[src/rtl/uart_tx_ctrl_pkg.sv]
// Shared definitions for the UART transmit path: FSM state encoding,
// default oversampling factor and the baud divisor used by baud_gen.
package uart_tx_ctrl_pkg;

    // clk cycles between baud ticks produced by baud_gen
    localparam int DIVISOR        = 4;
    // default baud ticks per serial bit
    localparam int DEF_OVERSAMPLE = 16;
    // counter widths: tick_cnt covers OVERSAMPLE up to 255, bit_cnt covers 8 data bits
    localparam int TICK_CNT_W     = 8;
    localparam int BIT_CNT_W      = 3;

    typedef enum logic [2:0] {
        IDLE   = 3'd0,
        ALIGN  = 3'd1,
        START  = 3'd2,
        DATA   = 3'd3,
        PARITY = 3'd4,
        STOP   = 3'd5
    } tx_state_t;

endpackage

[src/rtl/uart_tx_ctrl_if.sv]
// Host-side byte handshake into the transmit controller.
interface uart_tx_ctrl_if #(
    parameter int DATA_BITS = 8
);
    logic [DATA_BITS-1:0] tx_data;
    logic                 tx_valid;
    logic                 tx_ready;

    modport master (output tx_data, output tx_valid, input tx_ready);
    modport slave  (input tx_data, input tx_valid, output tx_ready);
endinterface

[src/rtl/uart_tx_ctrl.sv]
// UART transmit controller. Serialises start, data (LSB first), optional
// parity and stop bits, holding each bit for OVERSAMPLE baud ticks. The tick
// comes from an external baud_gen so the receiver can share it.
module uart_tx_ctrl
    import uart_tx_ctrl_pkg::*;
#(
    parameter int DATA_BITS  = 8,
    parameter int OVERSAMPLE = DEF_OVERSAMPLE,
    parameter int PARITY_EN  = 0,
    parameter int PARITY_ODD = 0,
    parameter int STOP_BITS  = 1
) (
    input  logic           clk,
    input  logic           rstN,
    input  logic           tick,
    uart_tx_ctrl_if.slave  host,
    output logic           tx,
    output logic           busy
);

    localparam logic [TICK_CNT_W-1:0] TICK_LAST = TICK_CNT_W'(OVERSAMPLE - 1);
    localparam logic [BIT_CNT_W-1:0]  DATA_LAST = BIT_CNT_W'(DATA_BITS - 1);
    localparam logic [BIT_CNT_W-1:0]  STOP_LAST = BIT_CNT_W'(STOP_BITS - 1);

    tx_state_t              state;
    logic [TICK_CNT_W-1:0]  tick_cnt;
    logic [BIT_CNT_W-1:0]   bit_cnt;
    logic [DATA_BITS-1:0]   sh;
    logic                   par;
    logic                   bit_end;

    // current serial bit has been held for its full OVERSAMPLE ticks
    assign bit_end = tick && (tick_cnt == TICK_LAST);

    // handshake and status are decoded from the state register only
    assign host.tx_ready = (state == IDLE);
    assign busy          = (state != IDLE);

    // frame sequencer; tx is driven from this register so the pad never glitches
    always_ff @(posedge clk or negedge rstN) begin
        if (!rstN) begin
            state    <= IDLE;
            tx       <= 1'b1;
            tick_cnt <= '0;
            bit_cnt  <= '0;
            sh       <= '0;
            par      <= 1'b0;
        end else begin
            case (state)
                IDLE: begin
                    tx <= 1'b1;
                    if (host.tx_valid) begin
                        sh       <= host.tx_data;
                        par      <= (^host.tx_data) ^ 1'(PARITY_ODD);
                        tick_cnt <= '0;
                        bit_cnt  <= '0;
                        state    <= ALIGN;
                    end
                end

                // start edge is placed on a tick so the start bit gets full width
                ALIGN: begin
                    if (tick) begin
                        tx       <= 1'b0;
                        tick_cnt <= '0;
                        state    <= START;
                    end
                end

                START, DATA, PARITY, STOP: begin
                    if (tick && !bit_end) begin
                        tick_cnt <= tick_cnt + 1'b1;
                    end else if (bit_end) begin
                        tick_cnt <= '0;
                        case (state)
                            START: begin
                                tx      <= sh[0];
                                bit_cnt <= '0;
                                state   <= DATA;
                            end
                            DATA: begin
                                if (bit_cnt == DATA_LAST) begin
                                    bit_cnt <= '0;
                                    if (PARITY_EN != 0) begin
                                        tx    <= par;
                                        state <= PARITY;
                                    end else begin
                                        tx    <= 1'b1;
                                        state <= STOP;
                                    end
                                end else begin
                                    // next bit comes from sh[1] before the shift lands
                                    tx      <= sh[1];
                                    sh      <= {1'b0, sh[DATA_BITS-1:1]};
                                    bit_cnt <= bit_cnt + 1'b1;
                                end
                            end
                            PARITY: begin
                                tx      <= 1'b1;
                                bit_cnt <= '0;
                                state   <= STOP;
                            end
                            default: begin
                                tx <= 1'b1;
                                if (bit_cnt == STOP_LAST) begin
                                    bit_cnt <= '0;
                                    state   <= IDLE;
                                end else begin
                                    bit_cnt <= bit_cnt + 1'b1;
                                end
                            end
                        endcase
                    end
                end

                default: begin
                    tx    <= 1'b1;
                    state <= IDLE;
                end
            endcase
        end
    end

endmodule
[src/flat_wrapper.sv]
// flat-port wrapper written by rule: the top's interface ports become plain ports
module uart_tx_ctrl_flat import uart_tx_ctrl_pkg::*;
#(
    parameter int DATA_BITS  = 8,
    parameter int OVERSAMPLE = DEF_OVERSAMPLE,
    parameter int PARITY_EN  = 0,
    parameter int PARITY_ODD = 0,
    parameter int STOP_BITS  = 1
)
  (clk, rstN, tick, tx, busy, host_tx_data, host_tx_valid, host_tx_ready);
  uart_tx_ctrl_if #(.DATA_BITS(DATA_BITS)) host_i ();
  input  logic clk;
  input  logic rstN;
  input  logic tick;
  output logic tx;
  output logic busy;
  input wire logic [$bits(host_i.tx_data)-1:0] host_tx_data;
  input wire logic [$bits(host_i.tx_valid)-1:0] host_tx_valid;
  output wire logic [$bits(host_i.tx_ready)-1:0] host_tx_ready;
  assign host_i.tx_data = host_tx_data;
  assign host_i.tx_valid = host_tx_valid;
  assign host_tx_ready = host_i.tx_ready;
  uart_tx_ctrl #(.DATA_BITS(DATA_BITS), .OVERSAMPLE(OVERSAMPLE), .PARITY_EN(PARITY_EN), .PARITY_ODD(PARITY_ODD), .STOP_BITS(STOP_BITS)) u_core (.clk(clk), .rstN(rstN), .tick(tick), .host(host_i), .tx(tx), .busy(busy));
endmodule
[config.mk]
export PLATFORM = sky130hd
export DESIGN_NAME = uart_tx_ctrl_flat
export DESIGN_NICKNAME = d
export VERILOG_FILES = /design/src/rtl/uart_tx_ctrl_pkg.sv /design/src/rtl/uart_tx_ctrl_if.sv /design/src/rtl/uart_tx_ctrl.sv /design/src/flat_wrapper.sv
export SDC_FILE = /design/constraint.sdc
export NUM_CORES = 1
export LEC_CHECK = 0
export CORE_UTILIZATION = 40
export DETAILED_ROUTE_END_ITERATION = 8
export DONT_BUFFER_PORTS = 1
export PLACE_DENSITY = 0.61
export SLEW_MARGIN = 0
export SYNTH_ARGS = -nofsm -noshare
export SYNTH_HDL_FRONTEND = slang
export SYNTH_SLANG_ARGS = --single-unit
[constraint.sdc]
create_clock -name clk -period 2.2 [get_ports clk]
set_input_delay 0.44 -clock clk [delete_from_list [all_inputs] [get_ports clk]]
set_output_delay 0.44 -clock clk [all_outputs]
set_load 0.05 [all_outputs]
-- Word-level counts from Yosys, hierarchy flattened
Index checks and enable logic that the tools add are counted.
- reductions and logical operators: 15
- equality and inequality tests: 16
- add/subtract/negate cells: 2
- muxes and demuxes: 32
- operators by type and width (cell ; count):
    $mux 8 ; 9
    $mux 3 ; 11
    $pmux 8 s3 ; 1
    $pmux 3 s3 ; 2
    $pmux 8 s2 ; 1
    $pmux 3 s2 ; 2
    $reduce_and 6->1 ; 2
    $eq 3x3->1 const B ; 3
    $add 8x1->8 const B ; 1
    $eq 8x4->1 const B ; 1
    $ne 2x2->1 const B ; 4
    $reduce_and 4->1 ; 2
    $eq 3x2->1 const B ; 2
    $logic_not 3->1 ; 2
    $reduce_bool 3->1 ; 2
    $ne 5x1->1 const B ; 1
    $mux 1 ; 4
    $ne 2x1->1 const B ; 2
    $pmux 1 s2 ; 2
    $reduce_or 4->1 ; 1
    $add 3x1->3 const B ; 1
    $eq 3x1->1 const B ; 1
    $ne 3x1->1 const B ; 1
    $ne 3x2->1 const B ; 1
    5 further kinds ; 6
- output and inout bits: 3
- register bits: 23
- logic and storage cells: 70
- input bits: 12

-- Longest topological paths before layout
Gate-level depths: netlist (run 1).
- depth after elaboration: 6
- depth in mapped cells: 7
- depth with buffers taken out: 6

-- Worst setup path before layout (run 1)
OpenSTA, ideal clock, no wires.
- path type: reg-to-reg
- start: register u_core.state[2]
- end: register u_core.bit_cnt[0]
- data required time: 2.075 ns
- arrival: 1.903 ns
- period minus slack after synthesis: 2.028 ns
- setup time: 0.125 ns
- stages on the path, launching flop included: 5
- buffers on the path: 0
- path slack: 0.172 ns
- cell sequence: dfrtp_1 or3_1 a21o_1 nor2_1 mux2_2
- longest elaborated chain between the ends: 6
- elaborated cells between the ends (all ways): 16
- classes of those cells: eq/ne: 7; mux: 4; reduce/logical: 5
- ends and longest elaborated chain (what ; RTL line ; text):
    start: declaration ; uart_tx_ctrl.sv:25 ; tx_state_t state;
    start signal: assignment ; uart_tx_ctrl.sv:42 ; state <= IDLE;
    start signal: assignment ; uart_tx_ctrl.sv:57 ; state <= ALIGN;
    start signal: assignment ; uart_tx_ctrl.sv:66 ; state <= START;
    $eq 3x2->1 or $eq 3x3->1 (tied branches) ; uart_tx_ctrl.sv:49, uart_tx_ctrl.sv:75 ;
    $reduce_or 2->1 (no line) ; - ;
    $pmux 3 s2 ; uart_tx_ctrl.sv:75 ; case (state)
    $mux 3 ; uart_tx_ctrl.sv:73 ; end else if (bit_end) begin
    $mux 3 ; uart_tx_ctrl.sv:71 ; if (tick && !bit_end) begin
    $pmux 3 s2 ; uart_tx_ctrl.sv:49 ; case (state)
    end signal: assignment ; uart_tx_ctrl.sv:95 ; bit_cnt <= bit_cnt + 1'b1;
    end signal: assignment ; uart_tx_ctrl.sv:109 ; bit_cnt <= bit_cnt + 1'b1;
    end: declaration ; uart_tx_ctrl.sv:27 ; logic [BIT_CNT_W-1:0] bit_cnt;
Several ways; a longest one is shown, not always the timed one. The select of a mux whose other input is x is not followed.
A chain may end at the register's enable or synchronous reset.

-- Final worst setup path (run 1)
- start: register u_core.state[1]
- end: output port host_tx_ready
- longest elaborated chain between the ends: 1
- ends and longest elaborated chain (what ; RTL line ; text):
    $logic_not 3->1 ; uart_tx_ctrl.sv:36 ; assign host.tx_ready = (state == IDLE);
    end: declaration ; flat_wrapper.sv:19 ; output wire logic [$bits(host_i.tx_ready)-1:0] host_tx_ready;
No other way between the ends.

==> results.md, run 1 <==
* Synth unique cells at 42
* Power Dens Cells at 1230 nW/µm²
* GRT Total Usage at 17.6%
* Clock power frac at 10.6%
* Overall power at 2.00 mW
* Ratio of cells with drive above 1 in the final layout at 26.1%
* 1st-iter DRT viols at 76
* Highest clock rate at 476 MHz
* Setup Viol. Count Final at 0
* Status: complete, no violations
* Vias in the first global route at 1144
* Syn Area/Cell at 9.98 µm²
* H-tree level count at 1
* Slew Limit Fails at 0
* Min Tclk post-route at 2.10 ns
* Max_slew headroom at 31.9%
* Critical Path RT at 1.76 ns
* Crit path max fanout at 12
* Crit path DAT at 1.66 ns
* Power share of the combinational group at 53.0%
* HP Start: host_tx_data[7]
* Die span in y at 62.6 µm
* Worst setup SP type: flop
* Post-route ant nets at 0
* Finished Cell Area at 1630 µm²
* Worst Tran Pin Value at 1.02 ns
* NumNets Final at 176
* Number of synthesized flops with an enable pin at 0
* Drt first pass iters at 4
* Initial Util at 43.0%
* Clock latency on the worst-skew pair at 0.32 ns
* Number of port buffers at 0
* Die area at 3920 µm²
* Unrepaired setup endpoints after global routing: no
* CTS tree: built
* Seq/Total Area, Yosys at 39.3%
* GP Congestion at 0.812
* Placed Instance Area at 1570 µm²
* Pleak at 0.723 nW
* Io pins at 15
* Int Pwr at 1.15 mW
* GR Overflow Total at 0
* Number of fill cells at 334
* Part of the cycle the worst path needs at 95.5%
* Worst Setup End Kind: primary output
* Clock buffer depth at 2
* Pre-CTS setup slack at 0.125 ns
* Hold Vio Cnt, Final at 0
* Mapped Cells at 147
* Die X at 62.6 µm
* CTS Sinks at 23
* Via count at 1190
* Row count at 21
* CTS Buf Count at 3
* Async set-reset flop share out of synthesis at 100%
* WL/cell at 15.6 µm
* CTS Root Cell: clkbuf_4
* Initial antenna violation count at 0
* Most common flop cell mapped by yosys: dfrtp_1
* Skew final at 0.00548 ns
* Worst reg2reg startpoint: u_core.bit_cnt[0]$_DFFE_PN0P_
* Layout area overhead at 11.2%
* Net Sw Frac at 42.4%
* TNS Setup at 0 ns
* CP Class: reg -> out
* Clk pin slew, worst setup/hold paths at 0.14 ns
* Worst Setup SP: u_core.state[1]$_DFFE_PN0P_
* Ant diodes at 0
* Total net switching power at 849 µW
* Tightest Hold Check Type: in -> reg
* # Max-Cap Violations at 0
* Netlist Area Pre-Place at 1470 µm²
* First-pass GRT wire length at 5460 µm
* Final worst setup slack at 0.0988 ns
* Yosys reg bits at 23
* DRC errors left at 0
* Vias per cell at 5.86
* Maximum vdd ir drop at 0.550 mV
* Syn Nets at 165
* Largest net degree at the start of global routing at 24
* Seq pwr share at 36.4%
* DRT Wirelength at 3170 µm
* Post-DP HPWL at 2230 µm
* Synthesis warning total at 0
* Core box area at 3420 µm²
==> path summary, 6_finish.rpt <==
kind	end	slack (ns)	depth (start not counted)
max in group asynchronous	u_core.state[2]$_DFFE_PN0P_	0.80	1
worst max register to register	u_core.sh[1]$_DFFE_PN0P_	0.12	6
worst min-delay path	u_core.sh[7]$_DFFE_PN0P_	0.24	2
worst max-delay path	host_tx_ready	0.1	4
worst min register to register	u_core.tick_cnt[0]$_DFFE_PN0P_	0.53	1
min in group asynchronous	u_core.state[0]$_DFFE_PN0P_	0.72	1
==> cell usage after synthesis, types with 2 or more instances <==
library cell	number	area, µm²
ha_1	6	75.1
or4_1	2	15.0
nor3_1	2	10.0
mux2_2	17	191
o21ai_0	11	55.1
inv_1	7	26.3
clkbuf_1	3	11.3
nor2b_1	2	12.5
nand2b_1	5	31.3
a21o_1	3	22.5
a21oi_1	4	20.0
buf_2	3	15.0
nor2_1	8	30.0
and3_1	3	18.8
nand2_1	6	22.5
nor3b_1	3	22.5
nand3_1	7	35.0
a31oi_1	5	31.3
dfrtp_1	22	551
o31ai_1	4	30.0
or3_1	2	12.5
o31a_1	2	17.5
==> state kept, by name, indices dropped and copies added, names as in the netlist <==
signal           count
u_core.bit_cnt       3
u_core.sh            8
u_core.state         3
u_core.tx            1
u_core.tick_cnt      8
==> routing by layer <==
metal  wire, µm  vias to the layer above  part of all wire [%]  global-route usage (%)
met5          0                        -                     0                       0
met4         25                        0                  0.79                    5.52
met3        164                        2                   5.2                    4.56
met2       1530                       36                    48                    28.3
met1       1450                      575                    46                    22.9
li1           -                      577                     -                       -
==> cells in the final DEF, fill, tap and decap left out, drive strengths merged <==
cell type / n
a31oi: 5
o311ai: 1
o31ai: 4
clkinvlp: 1
o2bb2ai: 1
or3: 2
nor2: 9
a311oi: 1
and4bb: 1
a21o: 3
nor2b: 2
a32oi: 1
mux2: 18
ha: 6
nor3: 2
mux2i: 1
o32ai: 1
nand4b: 1
or3b: 1
a21oi: 4
a41oi: 1
inv: 7
nand3: 7
or2: 2
nor4: 2
and3: 3
dfstp: 1
a211oi: 1
clkbuf: 3
or4: 2
a41o: 1
dfrtp: 22
nand2: 6
buf: 11
o21ai: 11
dlygate4sd3: 1
o31a: 2
nand2b: 5
nor3b: 3
nand4: 1
==> power by group through the flow <==
stage / registers, mW / clock network [mW] / logic [mW]
floorplan: 0.696 / 0 / 0.814
detailed placement: 0.736 / 0 / 1.05
global placement: 0.729 / 0 / 1.03
global route: 0.755 / 0.238 / 1.18
finish: 0.729 / 0.212 / 1.06
CTS: 0.728 / 0.223 / 1.06
==> critical path: stages, from the launching register on <==
cell	delay [ns]
dfrtp_2	0.51
or3_1	0.37
buf_4	0.21
inv_1	0.06
buf_4	0.19
==> final cells by class <==
type	count	area (µm²)	share of cell area, %
Clock buffer	3	22.5	1.38
Clock inverter	1	7.51	0.460
Inverter	7	26.3	1.61
Multi-Input combinational cell	111	846	51.8
Sequential cell	23	579	35.5
Tap cell	46	57.6	3.53
Timing Repair Buffer	12	92.6	5.67
==> cell families (layout without fill, tap and decap cells) <==
kind of cell | Yosys count | in the layout | synth area share (%)
flip-flops | 23 | 23 | 39.3
adder cells (fa/ha/maj) | 6 | 6 | 5.11
AND/OR/NAND/NOR | 49 | 49 | 20.3
multiplexers | 19 | 19 | 14.5
AO/OA/AOI/OAI | 37 | 37 | 17.2
buffers and inverters | 13 | 23 | 3.58
==> per-stage QoR <==
step | util, % | hold WS, ns | instances
5_1_grt | 47.8 | 0.228 | 203
3_5_place_dp | 46.1 | 0.145 | 197
4_1_cts | 47.3 | 0.232 | 202
3_3_place_gp | 46.1 | 0.145 | 197
2_1_floorplan | - | 0.144 | 147
6_report | 47.8 | 0.243 | 203
==> what timing repair did <==
item | in CTS | in global routing
endpoints found under the setup margin | 0 | 8
hold buffers | 1 | 0
resized for setup | 0 | 3
setup buffers | 0 | 1
hold endpoints to repair | 23 | 0
(Power assumes the default switching activity.)
==> inputs of run 2 (changes only) <==
--- a/config.mk
+++ b/config.mk
@@ -9,7 +9,8 @@
 export DETAILED_ROUTE_END_ITERATION = 8
 export DONT_BUFFER_PORTS = 1
 export PLACE_DENSITY = 0.61
-export SLEW_MARGIN = 0
+export SLEW_MARGIN = 10
 export SYNTH_ARGS = -nofsm -noshare
 export SYNTH_HDL_FRONTEND = slang
 export SYNTH_SLANG_ARGS = --single-unit
+export TNS_END_PERCENT = 10
==> results.md, run 2 (synthesis results as in run 1) <==
* Status: complete, no violations
* Worst Setup End Kind: primary output
* Commonest non-fill, non-tap cell in the layout: dfrtp_1
* Post-route ant nets at 0
* Ant diodes at 0
* Drt first pass iters at 4
* Worst reg2reg startpoint: u_core.bit_cnt[0]$_DFFE_PN0P_
* Die X at 62.6 µm
* GP Congestion at 0.812
* Unrepaired setup endpoints after global routing: no
* First-pass GRT wire length at 5460 µm
* Crit path max fanout at 12
* Core box area at 3420 µm²
* WL/cell at 15.6 µm
* Pleak at 0.723 nW
* Hold EP: u_core.sh[7]$_DFFE_PN0P_
* 1st-iter DRT viols at 76
* Worst Tran Pin Value at 1.02 ns
* Clock buffer depth at 2
* Setup Viol. Count Final at 0
* TNS Setup at 0 ns
* DRT Wirelength at 3170 µm
* Largest net degree at the start of global routing at 24
* Slew Limit Fails at 0
* Worst setup SP type: flop
* Via count at 1191
* CP Class: reg -> out
* Clock latency on the worst-skew pair at 0.32 ns
* DRC errors left at 0
* Leading registers by flop count: u_core.sh x8, u_core.tick_cnt x8
* WHS at 0.243 ns
* Reg2reg end: u_core.sh[1]$_DFFE_PN0P_
* Part of the cycle the worst path needs at 95.5%
* Commonest non-fill, non-tap cells in the layout: dfrtp_1 (20), mux2_2 (17), o21ai_0 (11), buf_4 (11), nor2_1 (8)
* Die area at 3920 µm²
* Crit path DAT at 1.66 ns
* Register-to-register setup slack at 0.15 ns
* Post-DP HPWL at 2230 µm
* GR Overflow Total at 0
* Hold depth at 2
* Clk pin slew, worst setup/hold paths at 0.14 ns
* Number of port buffers at 0
* # Max-Cap Violations at 0
* Tightest Hold Check Type: in -> reg
* CTS Buf Count at 3
* Ratio of cells with drive above 1 in the final layout at 26.1%
* Min Tclk post-route at 2.10 ns
* Initial Util at 43.0%
* HP Start: host_tx_data[7]
* Final worst setup slack at 0.0986 ns
* Initial antenna violation count at 0
* Io pins at 15
* GRT Total Usage at 17.6%
* Die span in y at 62.6 µm
* CTS Sinks at 23
* H-tree level count at 1
* CTS tree: built
* Critical Path RT at 1.76 ns
* NumNets Final at 176
* Max_slew headroom at 31.8%
* Highest clock rate at 476 MHz
* Maximum vdd ir drop at 0.550 mV
* Pre-CTS setup slack at 0.125 ns
* Vias per cell at 5.87
* CTS Root Cell: clkbuf_4
* Power Dens Cells at 1230 nW/µm²
* Hold Vio Cnt, Final at 0
* Layout Utilization at 47.8%
* Row count at 21
* Skew final at 0.00559 ns
* Layout area overhead at 11.2%
* Vias in the first global route at 1144
* R2R depth at 6
run 2: worst max path at each step:
stage,slack [ns],endpoint,start,cells after the start
after global routing,0.006,host_tx_ready,u_core.state[1]$_DFFE_PN0P_,4
after floorplan,0.17,u_core.bit_cnt[0]$_DFFE_PN0P_,u_core.state[2]$_DFFE_PN0P_,4
after global placement,0.20,u_core.sh[4]$_DFFE_PN0P_,u_core.bit_cnt[0]$_DFFE_PN0P_,6
final,0.1,host_tx_ready,u_core.state[1]$_DFFE_PN0P_,4
after CTS,0.02,host_tx_ready,u_core.state[2]$_DFFE_PN0P_,4
after detailed placement,0.12,u_core.sh[6]$_DFFE_PN0P_,u_core.bit_cnt[0]$_DFFE_PN0P_,6
run 2: worst max-delay path, cell delays in order (launching register included):
cell and delay, ns:
dfrtp_2 0.51, or3_1 0.37, buf_4 0.21, inv_1 0.06
buf_4 0.19
run 2: power by group:
part	total [mW]	internal [mW]	switching, mW
Clock	0.213	0.0696	0.143
Sequential	0.729	0.576	0.153
Combinational	1.06	0.510	0.553
run 2: metrics by stage:
stage                     cell area (µm²)  power [mW]  instances
final                                1630        2.01        203
after CTS                            1610        2.01        202
after global placement               1570        1.76        197
after floorplan                      1470        1.51        147
after detailed placement             1570        1.78        197
after global routing                 1630        2.18        203
run 2: metal layers:
metal / track usage [%] / wire length, µm / share of wire (%) / vias to the layer above
met5: 0 / 0 / 0 / -
met4: 5.52 / 25 / 0.79 / 0
met3: 4.56 / 164 / 5.2 / 2
met2: 28.3 / 1530 / 48 / 36
met1: 22.9 / 1450 / 46 / 576
li1: - / - / - / 577
run 2: what timing repair did:
action	4_1_cts	5_1_grt
setup endpoints to repair	0	8
gates resized for setup	0	3
setup buffers	0	1
hold buffers	1	0
endpoints found under the hold margin	23	0
run 2: layout make-up:
cell class,instances,area (µm²)
Fill cell,334,1780
Multi-Input combinational cell,111,846
Sequential cell,23,579
Timing Repair Buffer,12,92.6
Tap cell,46,57.6
Inverter,7,26.3
Clock buffer,3,22.5
Clock inverter,1,7.51
==> inputs of run 3 (changes only) <==
--- a/config.mk
+++ b/config.mk
@@ -8,6 +8,7 @@
 export CORE_UTILIZATION = 40
 export DETAILED_ROUTE_END_ITERATION = 8
 export DONT_BUFFER_PORTS = 1
+export GPL_TIMING_DRIVEN = 1
 export PLACE_DENSITY = 0.61
 export SLEW_MARGIN = 10
 export SYNTH_ARGS = -nofsm -noshare
==> results of run 3 <==
Final layout, timing and power as in run 2 (identical DEF).
